### config.mk
export PLATFORM = sky130hd
export DESIGN_NAME = keymatrix_engine
export DESIGN_NICKNAME = d
export VERILOG_FILES = /design/src/rtl/keymatrix_pkg.sv /design/src/rtl/keymatrix_ram_p.sv /design/src/rtl/keymatrix_engine.sv
export SDC_FILE = /design/constraint.sdc
export NUM_CORES = 1
export LEC_CHECK = 0
export ABC_AREA = 1
export ABC_CLOCK_PERIOD_IN_PS = 4200
export CAP_MARGIN = 30
export CORE_ASPECT_RATIO = 0.6
export CORE_UTILIZATION = 35
export DETAILED_ROUTE_END_ITERATION = 6
export PLACE_DENSITY = 0.55
export SYNTH_ARGS = -nofsm -noshare
export SYNTH_HDL_FRONTEND = slang
export SYNTH_SLANG_ARGS = --single-unit
### constraint.sdc
create_clock -name clkk -period 4.2 [get_ports clkk]
set_input_delay 0.84 -clock clkk [delete_from_list [all_inputs] [get_ports clkk]]
set_output_delay 0.84 -clock clkk [all_outputs]
set_load 0.01 [all_outputs]
### src/rtl/keymatrix_pkg.sv
// Shared definitions for the keyboard matrix engine: FSM states, default
// Vector-06C geometry and the width helper used to derive port widths.
package keymatrix_pkg;

  localparam int DEF_ROWS = 8;
  localparam int DEF_COLS = 8;

  typedef enum logic [2:0] {
    S_CLR,
    S_SCAN,
    S_RD,
    S_MOD,
    S_WR
  } state_e;

  function automatic int clog2(input int value);
    int r;
    r = 0;
    while ((1 << r) < value) r++;
    return r;
  endfunction

endpackage

### src/rtl/keymatrix_ram_p.sv
// Single-port ROWS x COLS synchronous RAM, 1-cycle read latency.
// Read data holds its previous value on write cycles.
module keymatrix_ram_p
  import keymatrix_pkg::*;
#(
  parameter int ROWS = DEF_ROWS,
  parameter int COLS = DEF_COLS,
  parameter int RW   = clog2(ROWS)
) (
  input  logic            clkk,
  input  logic            en,
  input  logic            we,
  input  logic [RW-1:0]   addr,
  input  logic [COLS-1:0] wdata,
  output logic [COLS-1:0] rdata
);

  logic [COLS-1:0] mem_q [ROWS];
  logic [COLS-1:0] rdata_q;

  // NOTE: the array and its read register carry no reset; the engine rewrites
  // every row after reset, and a reset net would prevent RAM inference.
  always_ff @(posedge clkk) begin
    if (en) begin
      if (we) mem_q[addr] <= wdata;
      else    rdata_q     <= mem_q[addr];
    end
  end

  assign rdata = rdata_q;

endmodule

### src/rtl/keymatrix_engine.sv
// Key matrix store with make/break event intake, bulk clear, key counting
// and a continuous row sweep producing the CPU column readback word.
module keymatrix_engine
  import keymatrix_pkg::*;
#(
  parameter int ROWS = DEF_ROWS,
  parameter int COLS = DEF_COLS,
  parameter int RW   = clog2(ROWS),
  parameter int CW   = clog2(COLS),
  parameter int NW   = clog2(ROWS * COLS + 1)
) (
  input  logic            clkk,
  input  logic            reset_n,
  input  logic            ev_valid,
  output logic            ev_ready,
  input  logic            ev_make,
  input  logic [RW-1:0]   ev_row,
  input  logic [CW-1:0]   ev_col,
  input  logic            clr_req,
  input  logic [ROWS-1:0] rowselect,
  output logic [COLS-1:0] rowbits,
  output logic [NW-1:0]   key_count,
  output logic            any_key,
  output logic            chg,
  output logic            err
);

  localparam int KW      = clog2(ROWS + 1);
  localparam int ROWS_M1 = ROWS - 1;
  localparam logic [KW-1:0] K_LAST    = ROWS[KW-1:0];
  localparam logic [KW-1:0] K_CLR_END = ROWS_M1[KW-1:0];
  localparam logic [RW:0]   ROW_LIM   = ROWS[RW:0];
  localparam logic [CW:0]   COL_LIM   = COLS[CW:0];

  state_e          state_q, state_d;
  logic [KW-1:0]   k_q, k_d;
  logic            clr_pend_q, clr_pend_d;
  logic            make_q, make_d;
  logic [RW-1:0]   row_q, row_d;
  logic [CW-1:0]   col_q, col_d;
  logic [COLS-1:0] accu_q, accu_d;
  logic [COLS-1:0] new_q, new_d;
  logic [COLS-1:0] rowbits_q, rowbits_d;
  logic [NW-1:0]   key_count_q, key_count_d;
  logic            any_key_q, any_key_d;
  logic            chg_q, chg_d;
  logic            err_q, err_d;

  logic            ram_en, ram_we;
  logic [RW-1:0]   ram_addr;
  logic [COLS-1:0] ram_wdata, ram_q;

  logic            clr_now, row_hit, ev_oor;
  logic [RW-1:0]   sel_row;
  logic [COLS-1:0] col_mask, mod_new, accu_next;

  keymatrix_ram_p #(.ROWS(ROWS), .COLS(COLS), .RW(RW)) u_ram (
    .clkk  (clkk),
    .en    (ram_en),
    .we    (ram_we),
    .addr  (ram_addr),
    .wdata (ram_wdata),
    .rdata (ram_q)
  );

  // NOTE: every signal written here gets a default first so that no path
  // through the case leaves it unassigned and infers a latch.
  always_comb begin
    state_d     = state_q;
    k_d         = k_q;
    clr_pend_d  = clr_pend_q | clr_req;
    make_d      = make_q;
    row_d       = row_q;
    col_d       = col_q;
    accu_d      = accu_q;
    new_d       = new_q;
    rowbits_d   = rowbits_q;
    key_count_d = key_count_q;
    chg_d       = 1'b0;
    err_d       = 1'b0;
    ev_ready    = 1'b0;
    ram_en      = 1'b0;
    ram_we      = 1'b0;
    ram_addr    = k_q[RW-1:0];
    ram_wdata   = '0;

    // A clear requested this very cycle also wins the sweep boundary.
    clr_now   = clr_pend_q | clr_req;
    sel_row   = RW'(k_q - KW'(1));
    row_hit   = (k_q != '0) && rowselect[sel_row];
    accu_next = accu_q | (row_hit ? ram_q : '0);
    col_mask  = {{(COLS-1){1'b0}}, 1'b1} << col_q;
    mod_new   = make_q ? (ram_q | col_mask) : (ram_q & ~col_mask);
    ev_oor    = ({1'b0, ev_row} >= ROW_LIM) || ({1'b0, ev_col} >= COL_LIM);

    unique case (state_q)
      S_CLR: begin
        ram_en     = 1'b1;
        ram_we     = 1'b1;
        clr_pend_d = 1'b0;
        if (k_q == K_CLR_END) begin
          state_d     = S_SCAN;
          k_d         = '0;
          key_count_d = '0;
          rowbits_d   = '0;
          accu_d      = '0;
        end else begin
          k_d = k_q + KW'(1);
        end
      end

      S_SCAN: begin
        if (k_q != K_LAST) begin
          ram_en = 1'b1;
          accu_d = accu_next;
          k_d    = k_q + KW'(1);
        end else begin
          rowbits_d = accu_next;
          accu_d    = '0;
          k_d       = '0;
          ev_ready  = !clr_now;
          if (clr_now) begin
            state_d    = S_CLR;
            clr_pend_d = 1'b0;
          end else if (ev_valid) begin
            make_d = ev_make;
            row_d  = ev_row;
            col_d  = ev_col;
            if (ev_oor) err_d   = 1'b1;
            else        state_d = S_RD;
          end
        end
      end

      S_RD: begin
        ram_en   = 1'b1;
        ram_addr = row_q;
        state_d  = S_MOD;
      end

      S_MOD: begin
        new_d   = mod_new;
        state_d = S_WR;
        // Only a real bit flip moves the count, so it can never wrap.
        if (mod_new != ram_q) begin
          chg_d       = 1'b1;
          key_count_d = make_q ? key_count_q + NW'(1) : key_count_q - NW'(1);
        end
      end

      S_WR: begin
        ram_en    = 1'b1;
        ram_we    = 1'b1;
        ram_addr  = row_q;
        ram_wdata = new_q;
        state_d   = S_SCAN;
        k_d       = '0;
      end

      default: begin
        state_d = S_CLR;
        k_d     = '0;
      end
    endcase

    any_key_d = (key_count_d != '0);
  end

  // NOTE: sequential state uses non-blocking assignments only; blocking ones
  // here would let later flops see this edge's new values.
  always_ff @(posedge clkk or negedge reset_n) begin
    if (!reset_n) begin
      state_q     <= S_CLR;
      k_q         <= '0;
      clr_pend_q  <= 1'b0;
      make_q      <= 1'b0;
      row_q       <= '0;
      col_q       <= '0;
      accu_q      <= '0;
      new_q       <= '0;
      rowbits_q   <= '0;
      key_count_q <= '0;
      any_key_q   <= 1'b0;
      chg_q       <= 1'b0;
      err_q       <= 1'b0;
    end else begin
      state_q     <= state_d;
      k_q         <= k_d;
      clr_pend_q  <= clr_pend_d;
      make_q      <= make_d;
      row_q       <= row_d;
      col_q       <= col_d;
      accu_q      <= accu_d;
      new_q       <= new_d;
      rowbits_q   <= rowbits_d;
      key_count_q <= key_count_d;
      any_key_q   <= any_key_d;
      chg_q       <= chg_d;
      err_q       <= err_d;
    end
  end

  assign rowbits   = rowbits_q;
  assign key_count = key_count_q;
  assign any_key   = any_key_q;
  assign chg       = chg_q;
  assign err       = err_q;

endmodule
# Word level (Yosys, flattened, before mapping)
# Memory sizes are Yosys's and may differ from the RTL's. A register that Yosys moved wholly into a read port is not among the register bits.
# Cells that the tools add are included.
# word_totals
regBits	48
ramBits	64
in_bits	19
output_inout_bits	19
n_memories	1
# mem_list
memory	words	word_bits	rd	rd_clocked_by_memory_dff	wr	line	rtl
u_ram.mem_q	8	8	1	1	1	keymatrix_ram_p.sv:18	logic [COLS-1:0] mem_q [ROWS];
# classes
add_sub_neg	4
n_lt_le_gt_ge	1
eq_ne	10
shifts	1
muxes	35
bitwise	8
reduce_logical	15
# ops
op	count
$mux 8	6
$pmux 8 s2	2
$mux 7	3
$or 8x8->8	2
$mux 3	5
$pmux 3 s5	1
$pmux 7 s2	1
$pmux 4 s3	1
$mux 1	11
$and 8x8->8	1
$mux 4	2
$ne 8x8->1	1
$not 8->8	1
$shl 1x3->8 const A	1
$add 7x1->7 const B	1
$reduce_bool 7->1	1
$sub 7x1->7 const B	1
$eq 3x2->1 const B	2
$reduce_and 3->1	2
$reduce_or 2->1	3
$add 4x1->4 const B	1
$eq 4x3->1 const B	1
$lt 3x4->1 const B	1
$ne 2x2->1 const B	2
other kinds (17)	21

# Longest topological paths before layout
# logic_depth
word_depth	8
mapped_depth	15

# Hierarchy
# Synthesis repeated with hierarchy kept, for this count alone.
# unflattened
cells_unflattened	647
hier_area_um2	5915.7
# modules_own_cells
mod	instances	cells_each	area_per_inst_um2
keymatrix_ram_p	1	267	3037.9
keymatrix_engine	1	380	2877.8

# Least setup slack after synthesis
# Ideal clock, no wire load.
# synth_path
path_type	register to register
from	register state_q[1]
to	memory u_ram.mem_q[0][0] (netlist name) (enable)
arrival_time_ps	1986
path_slack_ps	1844
path_stages_with_launch	12
path_buffers	1
path_cell_list	dfrtp_1 > nor2_1 > nand2_2 > nand2_4 > inv_4 > or2_4 > o21ai_4 > inv_8 > buf_6 > nor2_4 > inv_1 > nor2_1
# synth_via
elab_chain_len	6
word_cells_on_any_way	13
cone_classes	eq/ne: 3; mux: 6; reduce/logical: 4
# synth_lines
element	line	rtl
from (decl)	keymatrix_engine.sv:35	state_e state_q, state_d;
from (signal assigned)	keymatrix_engine.sv:187	state_q <= state_d;
$eq 3x3->1 or $logic_not 3->1 (tied branches)	keymatrix_engine.sv:96	unique case (state_q)
$reduce_or 2->1 (no source line)	--	
$mux 1	keymatrix_engine.sv:96	
$mux 1	keymatrix_ram_p.sv:25	if (we) mem_q[addr] <= wdata;
$mux 1	keymatrix_ram_p.sv:24	if (en) begin
$mux 1 (not written as such)	keymatrix_ram_p.sv:25	
to (decl)	keymatrix_ram_p.sv:18	
# Several ways; a longest one is shown, not always the timed one.

# Final worst setup path
# layout_path
from	register k_q[0]
to	output ev_ready
# layout_via
elab_chain_len	3
# layout_lines
element	line	rtl
from (decl)	keymatrix_engine.sv:36	logic [KW-1:0] k_q, k_d;
from (signal assigned)	keymatrix_engine.sv:188	k_q <= k_d;
$ne 4x4->1	keymatrix_engine.sv:113	if (k_q != K_LAST) begin
$mux 1	keymatrix_engine.sv:113	
$mux 1	keymatrix_engine.sv:96	
to (decl)	keymatrix_engine.sv:15	output logic ev_ready,
# Every way passes these cells.

==> flow_metrics.env <==
export IMPL_status="completed"
export IMPL_clockBufferDepth=2
export IMPL_crit_required_ns=3.36
export IMPL_start_util_pct=36.5
export IMPL_async_reset_ff_share_pct=40.0
export IMPL_portBuffers=36
export IMPL_synth_cell_types=45
export IMPL_nFillCells=1462
export IMPL_relSlewSlack_pct=39.4
export IMPL_fin_crit_ns=3.47
export IMPL_synth_area_top_cells="edfxtp_1, dfrtp_1, nand2_1, inv_1, a21oi_1"
export IMPL_die_w_um=167
export IMPL_min_path_type="input pin to async pin"
export IMPL_grt_use_met1_pct=29.3
export IMPL_p_int_uw=3310
export IMPL_cts_setup_buffers=0
export IMPL_drive_gt1_share_pct=11.1
export IMPL_antenna_found_initial=0
export IMPL_root_buffer="clkbuf_16"
export IMPL_yosys_warnings=0
export IMPL_post_route_drc_count=0
export IMPL_vias_per_cell=5.11
export IMPL_synth_fp_nets=609
export IMPL_io_pins=38
export IMPL_p_comb_share_pct=38.4
export IMPL_netlist_instances=581
export IMPL_placedCellCount=808
export IMPL_synth_common_cells="nand2_1, edfxtp_1, inv_1, nor2_1"
export IMPL_drtAntennaViolNets=0
export IMPL_ys_ff_latch=120
export IMPL_num_rows=35
export IMPL_cap_viol_max_count=0
export IMPL_antenna_cells=0
export IMPL_htreeDepth=4
export IMPL_crit_type="flip-flop to output port"
export IMPL_met3_usage_pct=6.32
export IMPL_max_freq_mhz=288
export IMPL_finalClockSkew_ns=0.00793
export IMPL_clock_sinks=120
export IMPL_synth_area_um2=5710
export IMPL_core_area_um2=15600
export IMPL_worst_setup_path_start_kind="flip-flop"
export IMPL_grt_setup_unrepaired="no"
export IMPL_gp_congestion=0.882
export IMPL_grt_usage_pct=18.9
export IMPL_fin_cells=840
export IMPL_synth_top_area_cell="edfxtp_1"
export IMPL_p_clk_share_pct=26.8
export IMPL_gr_max_usage_layer="met1"
export IMPL_grt_pass1_vias=4116
export IMPL_irDropWorstVdd_v=0.000305
export IMPL_hold_buffers=0
export IMPL_hold_viol_final=0
export IMPL_fin_crit_sh_pct=82.6
export IMPL_routed_wl_um=14800
export IMPL_cts_resized=0
export IMPL_synth_top_cell_area_share_pct=37.9
export IMPL_clock_latency_ns=0.41
export IMPL_synth_flop_cell="edfxtp_1"
export IMPL_drt_iter0_drc=350
export IMPL_tns_ns=0
export IMPL_area_growth_syn_to_layout_pct=19.6
export IMPL_dp_final_hpwl_um=10600
export IMPL_critPathArrivalTime_ns=2.63
export IMPL_setup_viol=0
export IMPL_swShare_pct=39.7
export IMPL_grt_ovfl_total=0
export IMPL_final_nets=652
export IMPL_cts_tree="done"
export IMPL_firstDrtPassIters=5
export IMPL_grt_use_met2_pct=24.4
export IMPL_wl_per_cell_um=17.7
export IMPL_grt_pass1_wl_um=23400
export IMPL_postSynthAreaPerCell_um2=9.83
export IMPL_switchingPower_uw=2180
export IMPL_tightest_slew_ns=0.905
export IMPL_slew_viol_final=0
export IMPL_leakagePower_uw=0.00289
export IMPL_numCtsBuffers=17
export IMPL_power_density_nw_per_um2=804
export IMPL_grt_max_degree=35
export IMPL_finalPower_uw=5490
export IMPL_synth_enable_flop_cells=72
export IMPL_die_area_um2=16800
export IMPL_die_h_um=101
export IMPL_fin_util_pct=43.7
export IMPL_vias=4292
export IMPL_yosysSeqAreaShare_pct=58.9
export IMPL_crit_fanout=9
export IMPL_critPathCaptureType="output port"
export IMPL_clk_pin_slew_worst_paths_ns=0.05
export IMPL_power_frac_seq_pct=34.8
export IMPL_synthMostInstantiatedCell="nand2_1"
==> critical path: stages (launching register included) <==
cell and delay (ns):
dfrtp_1 0.47, inv_1 0.24, ha_1 0.22, nand3_1 0.13, inv_1 0.17, nand2_1 0.26, nor2_1 0.17, clkdlybuf4s50_1 0.56
==> cells by family after synthesis <==
logic type | Yosys count | synth area share (%)
compound gates | 116 | 12.0
buf+inv | 86 | 6.90
xor+xnor | 8 | 1.23
mux | 7 | 1.38
simple gates | 234 | 17.5
flops | 120 | 58.9
fa+ha+maj | 9 | 2.10
other cells | 1 | 0.0657
==> state kept, by name, summed over array words and instances (netlist names) <==
| name | cells |
|---|---|
| u_ram.rdata | 8 |
| chg | 1 |
| any_key | 1 |
| row_q | 3 |
| make_q | 1 |
| state_q | 3 |
| clr_pend_q | 1 |
| u_ram.mem_q | 64 |
| k_q | 4 |
| col_q | 3 |
| rowbits | 8 |
| accu_q | 8 |
| key_count | 7 |
| new_q | 8 |
==> per-layer routing <==
layer | wire [um] | part of all wire [%] | vias up
met3 | 1290 | 8.7 | 11
li1 | - | - | 2044
met1 | 7770 | 52 | 2078
met2 | 5660 | 38 | 159
met5 | 0 | 0 | -
met4 | 116 | 0.78 | 0
==> layout by cell type, fill, tap and decap left out, types with 8 or more instances in the layout <==
cell               n
nand2_1          118
edfxtp_1          72
inv_1             65
nor2_1            63
a21oi_1           48
dfrtp_1           48
clkdlybuf4s50_1   35
o21ai_0           27
nand3_1           22
clkbuf_16         20
nand4_1           12
o22ai_1           12
ha_1               8
==> final timing paths <==
check | startpoint | endpoint | slack, ns | cells past startpoint
min | reset_n | accu_q[6]$_DFFE_PN0P_ | 0.35 | 1
max | k_q[0]$_DFFE_PN0N_ | ev_ready | 0.73 | 7
min in group clkk | new_q[4]$_DFFE_PN0P_ | new_q[4]$_DFFE_PN0P_ | 0.49 | 2
min reg2reg | new_q[4]$_DFFE_PN0P_ | new_q[4]$_DFFE_PN0P_ | 0.49 | 2
max in group asynchronous | reset_n | col_q[0]$_DFFE_PN0P_ | 3.06 | 2
max reg2reg | state_q[0]$_DFFE_PN0P_ | u_ram.mem_q[5][6]$_DFFE_PP_ | 0.98 | 9
==> area by class of cell <==
class	count	area, um2	area share (%)
clock buffer	26	553	8.10
clock inverter	6	55.1	0.806
inverter	71	277	4.05
multi-input combinational	375	1950	28.6
sequential	120	3360	49.2
tap	203	254	3.72
timing repair buffer	39	375	5.50
==> metrics by stage <==
stage / setup WS, ns / instance area (um2) / hold WS, ns
2_1_floorplan: 1.84 / 5710 / 0.453
3_3_place_gp: 1.07 / 6220 / 0.476
3_5_place_dp: 0.984 / 6220 / 0.478
4_1_cts: 0.754 / 6830 / 0.355
5_1_grt: 0.558 / 6830 / 0.379
6_report: 0.730 / 6830 / 0.352
==> power groups by stage <==
stage                     logic, uW  registers (uW)  clock network (uW)
after floorplan                1580            1810                   0
after global placement         2030            1910                   0
after detailed placement       2080            1920                   0
after CTS                      2090            1900                1490
after global routing           2370            1940                1540
final                          2110            1910                1470
Power figures use the tool's default switching activity.
